[src/rtl/instr_fetch_unit_pkg.sv]
// +--------------------------------------------------------------------+
// | Module : instr_fetch_unit_pkg                                      |
// | Brief  : Shared opcodes, instruction field positions and FSM state |
// |          encoding for the instruction fetch unit.                  |
// | Rev    : 1.0 - initial release                                     |
// +--------------------------------------------------------------------+
`default_nettype none

package instr_fetch_unit_pkg;

  // Opcode map (IR[15:12])
  localparam logic [3:0] OP_ADD = 4'b0000;
  localparam logic [3:0] OP_SUB = 4'b0001;
  localparam logic [3:0] OP_AND = 4'b0010;
  localparam logic [3:0] OP_OR  = 4'b0011;
  localparam logic [3:0] OP_XOR = 4'b0100;
  localparam logic [3:0] OP_NOT = 4'b0101;
  localparam logic [3:0] OP_SHL = 4'b0110;
  localparam logic [3:0] OP_SHR = 4'b0111;
  localparam logic [3:0] OP_LDI = 4'b1000;
  localparam logic [3:0] OP_LD  = 4'b1001;
  localparam logic [3:0] OP_ST  = 4'b1010;
  localparam logic [3:0] OP_MOV = 4'b1011;
  localparam logic [3:0] OP_JMP = 4'b1100;
  localparam logic [3:0] OP_BEQ = 4'b1101;
  localparam logic [3:0] OP_BNE = 4'b1110;
  localparam logic [3:0] OP_NOP = 4'b1111;

  // Instruction field bit positions
  localparam int OPC_MSB  = 15;
  localparam int OPC_LSB  = 12;
  localparam int RD_MSB   = 11;
  localparam int RD_LSB   = 8;
  localparam int RS1_MSB  = 7;
  localparam int RS1_LSB  = 4;
  localparam int RS2_MSB  = 3;
  localparam int RS2_LSB  = 0;
  localparam int IMM8_MSB = 7;
  localparam int IMM8_LSB = 0;

  // Fetch FSM state encoding
  typedef enum logic [1:0] {
    ST_FETCH  = 2'd0,
    ST_DECODE = 2'd1,
    ST_EXEC   = 2'd2
  } ifu_state_e;

endpackage

`default_nettype wire

[src/rtl/ifu_next_pc.sv]
// +--------------------------------------------------------------------+
// | Module : ifu_next_pc                                               |
// | Brief  : Combinational next-PC select: jump, taken branch, or      |
// |          sequential, in that priority. 16-bit modulo arithmetic.   |
// | Rev    : 1.0 - initial release                                     |
// +--------------------------------------------------------------------+
`default_nettype none

module ifu_next_pc (
  input  logic [15:0] pc_i,
  input  logic [11:0] ir_lo_i,
  input  logic        pc_write_i,
  input  logic        branch_eq_i,
  input  logic        branch_ne_i,
  input  logic        zero_flag_i,
  output logic [15:0] next_pc_o
);

  logic [15:0] seq_pc;
  logic [15:0] br_off;
  logic        br_taken;

  assign seq_pc   = pc_i + 16'd1;
  assign br_off   = {{8{ir_lo_i[7]}}, ir_lo_i[7:0]};
  assign br_taken = (branch_eq_i & zero_flag_i) | (branch_ne_i & ~zero_flag_i);

  // Jump target keeps the current 4K page; branch is relative to pc+1
  always_comb begin
    next_pc_o = seq_pc;
    if (pc_write_i) begin
      next_pc_o = {pc_i[15:12], ir_lo_i};
    end else if (br_taken) begin
      next_pc_o = seq_pc + br_off;
    end
  end

endmodule

`default_nettype wire

[src/rtl/instr_fetch_unit.sv]
// +--------------------------------------------------------------------+
// | Module : instr_fetch_unit                                          |
// | Brief  : Fetch stage: owns the PC, fetches over req/ack into the   |
// |          IR, presents decode fields, applies redirects on          |
// |          exec_done. Optional performance counters are enabled by   |
// |          defining IFU_PERF_CNT_EN.                                 |
// | Rev    : 1.0 - initial release                                     |
// +--------------------------------------------------------------------+
`default_nettype none

module instr_fetch_unit
  import instr_fetch_unit_pkg::*;
#(
  parameter logic [15:0] RESET_PC = 16'h0000
) (
  input  logic        clk,
  input  logic        rst_n,
  input  logic        halt,
  output logic        imem_req,
  output logic [15:0] imem_addr,
  input  logic        imem_ack,
  input  logic [15:0] imem_rdata,
  output logic        instr_valid,
  output logic [3:0]  opcode,
  output logic [3:0]  rd,
  output logic [3:0]  rs1,
  output logic [3:0]  rs2,
  output logic [7:0]  imm8,
  input  logic        exec_done,
  input  logic        pc_write,
  input  logic        branch_eq,
  input  logic        branch_ne,
  input  logic        zero_flag,
  output logic [15:0] pc
`ifdef IFU_PERF_CNT_EN
  ,
  output logic [31:0] retired_cnt,
  output logic [31:0] stall_cnt
`endif
);

  ifu_state_e  state_q, state_d;
  logic [15:0] pc_q, pc_d;
  logic [15:0] ir_q, ir_d;
  logic        req_q, req_d;
  logic [15:0] next_pc;

  ifu_next_pc u_next_pc (
    .pc_i        (pc_q),
    .ir_lo_i     (ir_q[11:0]),
    .pc_write_i  (pc_write),
    .branch_eq_i (branch_eq),
    .branch_ne_i (branch_ne),
    .zero_flag_i (zero_flag),
    .next_pc_o   (next_pc)
  );

  // State, PC, IR and request registers
  always_ff @(posedge clk or negedge rst_n) begin
    if (!rst_n) begin
      state_q <= ST_FETCH;
      pc_q    <= RESET_PC;
      ir_q    <= 16'h0000;
      req_q   <= 1'b0;
    end else begin
      state_q <= state_d;
      pc_q    <= pc_d;
      ir_q    <= ir_d;
      req_q   <= req_d;
    end
  end

  // Next-state logic; a raised request is held until ack regardless of halt
  always_comb begin
    state_d = state_q;
    pc_d    = pc_q;
    ir_d    = ir_q;
    req_d   = req_q;
    case (state_q)
      ST_FETCH: begin
        if (req_q) begin
          if (imem_ack) begin
            ir_d    = imem_rdata;
            req_d   = 1'b0;
            state_d = ST_DECODE;
          end
        end else if (!halt) begin
          req_d = 1'b1;
        end
      end
      ST_DECODE: begin
        state_d = ST_EXEC;
      end
      ST_EXEC: begin
        if (exec_done) begin
          pc_d    = next_pc;
          // Issue the next request straight away so an immediate ack gives 3 cycles/instr
          req_d   = ~halt;
          state_d = ST_FETCH;
        end
      end
      default: begin
        state_d = ST_FETCH;
        req_d   = 1'b0;
      end
    endcase
  end

  assign imem_req    = req_q;
  assign imem_addr   = pc_q;
  assign pc          = pc_q;
  assign instr_valid = (state_q == ST_DECODE);
  assign opcode      = ir_q[OPC_MSB:OPC_LSB];
  assign rd          = ir_q[RD_MSB:RD_LSB];
  assign rs1         = ir_q[RS1_MSB:RS1_LSB];
  assign rs2         = ir_q[RS2_MSB:RS2_LSB];
  assign imm8        = ir_q[IMM8_MSB:IMM8_LSB];

`ifdef IFU_PERF_CNT_EN
  logic [31:0] retired_q;
  logic [31:0] stall_q;

  // Retired-instruction and fetch-stall counters, free-running with wrap
  always_ff @(posedge clk or negedge rst_n) begin
    if (!rst_n) begin
      retired_q <= 32'd0;
      stall_q   <= 32'd0;
    end else begin
      if ((state_q == ST_EXEC) && exec_done) begin
        retired_q <= retired_q + 32'd1;
      end
      if ((state_q == ST_FETCH) && ((req_q && !imem_ack) || halt)) begin
        stall_q <= stall_q + 32'd1;
      end
    end
  end

  assign retired_cnt = retired_q;
  assign stall_cnt   = stall_q;
`endif

endmodule

`default_nettype wire

[config.mk]
export PLATFORM = sky130hd
export DESIGN_NAME = instr_fetch_unit
export DESIGN_NICKNAME = d
export VERILOG_FILES = /design/src/rtl/instr_fetch_unit_pkg.sv /design/src/rtl/ifu_next_pc.sv /design/src/rtl/instr_fetch_unit.sv
export SDC_FILE = /design/constraint.sdc
export NUM_CORES = 1
export LEC_CHECK = 0
export CAP_MARGIN = 20
export CORE_UTILIZATION = 38
export CTS_CLUSTER_DIAMETER = 200
export DETAILED_ROUTE_END_ITERATION = 10
export PLACE_DENSITY = 0.66
export SETUP_SLACK_MARGIN = 0.05
export SLEW_MARGIN = 20
export SYNTH_ARGS = -nofsm -noshare
export SYNTH_HDL_FRONTEND = slang
export SYNTH_SLANG_ARGS = --single-unit
[constraint.sdc]
create_clock -name clk -period 9.27 [get_ports clk]
set_clock_uncertainty 0.15 [all_clocks]
set_input_delay 2.781 -clock clk [delete_from_list [all_inputs] [get_ports clk]]
set_output_delay 2.781 -clock clk [all_outputs]
set_load 0.01 [all_outputs]
# Word level (Yosys, flattened, before mapping)

Cells that the tools add are included.

Equal/unequal tests: 5
Reductions and logical operators: 6
Mux-type cells: 11
Add/sub/neg operators: 2
Bitwise logic cells: 7

Operators by type and width:

| cell                                           | count |
|---|---|
| adder 16 x 1 -> 16 bit (second input constant) | 1 |
| adder 16 bit                                   | 1 |
| 2-to-1 mux 16 bit                              | 1 |
| 2-to-1 mux 12 bit                              | 1 |
| AND reduction 3 bit                            | 3 |
| 2-to-1 mux 2 bit                               | 3 |
| != test 2 bit (second input constant)          | 3 |
| case mux 2 bit (3 select lines)                | 1 |
| 2-to-1 mux 1 bit                               | 4 |
| NOT 1 bit                                      | 4 |
| AND reduction 2 bit                            | 2 |
| case mux 1 bit (3 select lines)                | 1 |
| bitwise AND 1 bit                              | 2 |
| == test 2 x 1 -> 1 bit (second input constant) | 1 |
| == test 2 bit (second input constant)          | 1 |
| logical NOT 2 bit                              | 1 |
| OR 1 bit                                       | 1 |

Word-level logic and storage cells: 36
Flip-flop bits (word level): 35
Output and inout bits: 58
Bits of input ports: 25

# Longest topological paths before layout

Depth after elaboration: 5
Depth in mapped cells: 13
Depth with buffers taken out: 13

# Hierarchy

Synthesis repeated with hierarchy kept, for this count alone.

Cell total of the unflattened synthesis: 324
Area total of the unflattened synthesis: 3,080.5 µm²

Modules (own cells, without submodules):

| module           | cells an instance | instances | seq. area each (µm²) | area an instance (µm²) |
|---|---|---|---|---|
| instr_fetch_unit | 107               | 1         | 875.8                | 1,569.0 |
| ifu_next_pc      | 217               | 1         | 0.0                  | 1,511.4 |

# Worst setup path after synthesis

Ideal clock, no wire load.

Path kind: input to register
Start: input port imem_ack
End: register ir_q[15]
Setup time: 0.125 ns
Cell stages on the path: 4
Buffers on the path: 1
Path slack: 5.170 ns
Data required time: 8.995 ns
Arrival time: 3.826 ns
Path through: nor2b_1 -> nor3b_1 -> clkbuf_1 -> mux2_2

Longest elaborated chain between the ends: 1

Ends and longest elaborated chain:

| element                              | RTL line               | source |
|---|---|---|
| from (decl)                          | instr_fetch_unit.sv:21 | `input logic imem_ack,` |
| AND reduction 3 bit (no source line) | n/a                    |  |
| to (signal assigned)                 | instr_fetch_unit.sv:68 | `ir_q <= ir_d;` |
| to (decl)                            | instr_fetch_unit.sv:44 | `logic [15:0] ir_q, ir_d;` |

Every way passes these cells.
A chain may end at the register's enable or synchronous reset.

# Worst setup path in the final report

Start: input port exec_done
End: register pc_q[14] (netlist: imem_addr[14])

Longest elaborated chain between the ends: 1

Ends and longest elaborated chain:

| element                              | RTL line               | source |
|---|---|---|
| from (decl)                          | instr_fetch_unit.sv:29 | `input logic exec_done,` |
| AND reduction 3 bit (no source line) | n/a                    |  |
| to (signal assigned)                 | instr_fetch_unit.sv:67 | `pc_q <= pc_d;` |
| to (decl)                            | instr_fetch_unit.sv:43 | `logic [15:0] pc_q, pc_d;` |

Every way passes these cells.

==> impl_metrics.py <==
metrics = {
    "run_status": {
        "status": "finished, final reports clean",
    },
    "flow_run": {
        "drv_cap": 0,
    },
    "place": {
        "place_congestion": 0.936,
        "portBuffers": 82,
        "dp_hpwl_mm": 5.40,
    },
    "worst_setup_path": {
        "r2r-end": "imem_addr[15]",
        "worstPathCellList": "clkdlybuf4s50_1 > nand3b_1 > nand2b_1 > nor2_1 > nand3_1 > mux2i_1 > nor3_1",
        "cp-startpoint": "exec_done",
        "path_class": "in -> reg",
        "end_kind": "flop",
        "cp_data_arrival_time_ps": 5190,
        "crit-reg2reg-launch": "imem_addr[0]",
        "ff2ff_setup_slack_ps": 5870,
        "cp-start-kind": "primary input",
        "r2r_cells": 13,
        "critical-path-max-stage-delay_ps": 590,
        "path_max_fanout": 25,
        "critPathSlowestCell": "nand3b_1",
        "cp.required_ps": 9310,
    },
    "routing": {
        "via_per_inst": 5.29,
        "wl_per_cell_um": 15.0,
        "routed_wirelength_mm": 7.23,
        "drc_errors": 0,
        "dr.pass1.iters": 5,
        "dr.first_iter.drc_count": 213,
        "num_vias": 2553,
        "ant_nets": 0,
    },
    "clock_network": {
        "clock_latency_ps": 290,
        "root_buffer": "clkbuf_8",
        "cts_tree": "done",
        "ctsHoldBuffers": 0,
        "cts_setup_buffers": 0,
        "cts_buffers": 5,
        "cts-resized-gates": 0,
        "clock-sinks": 35,
        "ctsLongestPathBuffers": 2,
        "htreeDepth": 2,
        "clkTransAtPathRegs_ps": 80,
    },
    "worst_hold_path": {
        "holdPathStages": 1,
        "hold_path_end": "ir_q[13]",
        "hold_class": "reg -> reg",
        "worstHoldStart": "ir_q[13]",
    },
    "power": {
        "combPwrFrac": 0.661,
        "leakage_nw": 1.54,
        "switching_share": 0.445,
        "finalPower_mw": 1.44,
        "p_int_mw": 0.798,
        "seqPwrFrac": 0.240,
        "p_clk_frac": 0.099,
        "power.density_nw_per_um2": 385,
        "vdd_drop_max_mv": 0.124,
        "power_switching_mw": 0.639,
    },
    "floorplanning": {
        "ios": 83,
        "dieHeight_um": 89.0,
        "dieArea_um2": 7930,
        "start_util": 0.395,
        "fp.dieW_um": 89.0,
        "coreArea_um2": 7290,
        "fp-row-count": 31,
    },
    "grt": {
        "use_met1": 0.277,
        "grt_max_degree": 36,
        "use_met3": 0.0351,
        "grt_util_met2": 0.313,
        "grt_pass1_vias": 2401,
        "grt_pass1_wl_mm": 11.9,
        "grt_usage": 0.195,
        "grt.overflow.total": 0,
        "antenna_found_initial": 0,
        "grt-busiest-layer": "met2",
    },
    "timing": {
        "maxSlewViolCount": 0,
        "tightest_slew_ps": 841,
        "relSlewSlack": 0.438,
        "fin_crit_sh": 0.556,
        "fin_crit_ps": 5150,
        "fin_setup_tns_ps": 0,
        "fmax_mhz": 194,
        "timing_hold_violations_final": 0,
        "rsz0062_at_grt": "no",
        "setup_viol": 0,
    },
    "logic_synthesis": {
        "synth-xor-area-share": 0.0695,
        "avgSynthCellArea_um2": 8.86,
        "syn_inst": 325,
        "synthMuxAreaShare": 0.0756,
        "yosysUniqueCellTypes": 55,
        "ys_ff_latch": 35,
        "synth_enable_flop_cells": 0,
        "yosysWarnings": 0,
        "synthAdderAreaFrac": 0.0982,
        "synth-simple-area-share": 0.178,
        "synth_top_family_by_area": "compound AO/OA/AOI/OAI gates",
        "synth_nets": 372,
        "syn_area_um2": 2880,
        "ys.flop_type": "dfrtp_1",
        "synth_compound_area_frac": 0.185,
        "seq_area_frac_synth": 0.304,
        "async_flop_share": 1.00,
    },
    "layout": {
        "final_util": 0.512,
        "syn2layout_area_growth_pct": 29.7,
        "drive_above_1_share": 0.0964,
        "nets": 430,
        "antenna_cells": 0,
    },
}
## cells in the mapped netlist, types with 8 or more instances
| master | instances | share of area |
|---|---|---|
| dfrtp_1 | 35 | 0.30 |
| nand2_1 | 34 | 0.044 |
| a21oi_1 | 26 | 0.045 |
| buf_4 | 24 | 0.063 |
| ha_1 | 21 | 0.091 |
| o21ai_0 | 17 | 0.030 |
| nor2_1 | 16 | 0.021 |
| mux2_2 | 14 | 0.055 |
| xnor2_1 | 13 | 0.040 |
| nor3_1 | 12 | 0.021 |
| inv_1 | 11 | 0.014 |
| nand3_1 | 10 | 0.017 |
| o21ai_1 | 8 | 0.014 |
| xor2_1 | 8 | 0.024 |
## power by group through the flow
stage | Combinational (mW) | Sequential [mW] | Clock, mW
floorplan | 0.619 | 0.351 | 0
global placement | 0.935 | 0.346 | 0
detailed placement | 0.948 | 0.348 | 0
CTS | 0.953 | 0.346 | 0.146
global route | 1.05 | 0.360 | 0.152
finish | 0.951 | 0.345 | 0.142
## layer usage
metal	wire, um	vias to the layer above
met5	0	-
met1	3420	1201
met2	3360	84
met3	403	4
met4	47	0
li1	-	1264
## critical path: cells and delay by family
family	cells	cell delay, ps
AND/OR/NAND/NOR	5	1730
buffers and inverters	1	520
multiplexers	1	160
## sequential cells by signal, summed over array words and instances, names as in the netlist
register	flops
ir_q	16
imem_req	1
state_q	2
imem_addr	16
## worst max path at each step
stage	endpoint	slack, ps	cells after the start
floorplan	ir_q[15]	5170	4
global placement	imem_addr[15]	3880	6
detailed placement	imem_addr[14]	3820	7
CTS	imem_addr[14]	4120	7
global route	imem_addr[14]	3840	7
finish	imem_addr[14]	4120	7
## logic make-up after synthesis
kind of cell | count (synthesis)
simple gates | 99
buf+inv | 44
flops | 35
mux | 20
compound gates | 83
xor+xnor | 22
fa+ha+maj | 22
## final cells by class
class                      count  area [um^2]
tap                           99          124
clock buffer                   5         68.8
multi-input combinational    246         1750
sequential                    35          876
timing repair buffer          84          831
inverter                      11         41.3
clock inverter                 3         43.8
fill                         713         3560
## stage by stage
stage	worst slack, ps	instance area, um^2	std cells	hold WS [ps]
final	4120	3730	483	363
after floorplan	5170	2880	325	329
after global routing	3840	3730	483	384
after CTS	4120	3730	483	369
after global placement	3880	3620	475	343
after detailed placement	3820	3620	475	350
## cell usage in the layout, fill, tap and decap left out, drive strengths merged, types with 2 or more instances in the layout
| cell | synthesis | routed |
|---|---|---|
| a21o | 5 | 5 |
| ha | 21 | 21 |
| and4 | 3 | 3 |
| a211oi | 2 | 2 |
| nor3b | 2 | 2 |
| nand2 | 34 | 34 |
| o221ai | 2 | 2 |
| o21ai | 25 | 25 |
| xor2 | 8 | 8 |
| mux2 | 14 | 14 |
| nand4 | 2 | 2 |
| or2 | 2 | 2 |
| o31ai | 2 | 2 |
| xnor2 | 14 | 14 |
| nand2b | 3 | 3 |
| mux2i | 6 | 6 |
| nor2b | 3 | 3 |
| a21oi | 26 | 26 |
| clkdlybuf4s50 | 0 | 81 |
| and3 | 5 | 5 |
| nor2 | 16 | 16 |
| nor3 | 13 | 13 |
| buf | 27 | 3 |
| or3 | 3 | 3 |
| o211ai | 5 | 5 |
| clkinv | 0 | 2 |
| inv | 11 | 11 |
| a221o | 3 | 3 |
| clkbuf | 6 | 5 |
| nand3 | 10 | 10 |
| a31o | 2 | 2 |
| dfrtp | 35 | 35 |
No activity file was read; power rests on OpenSTA's default activity.
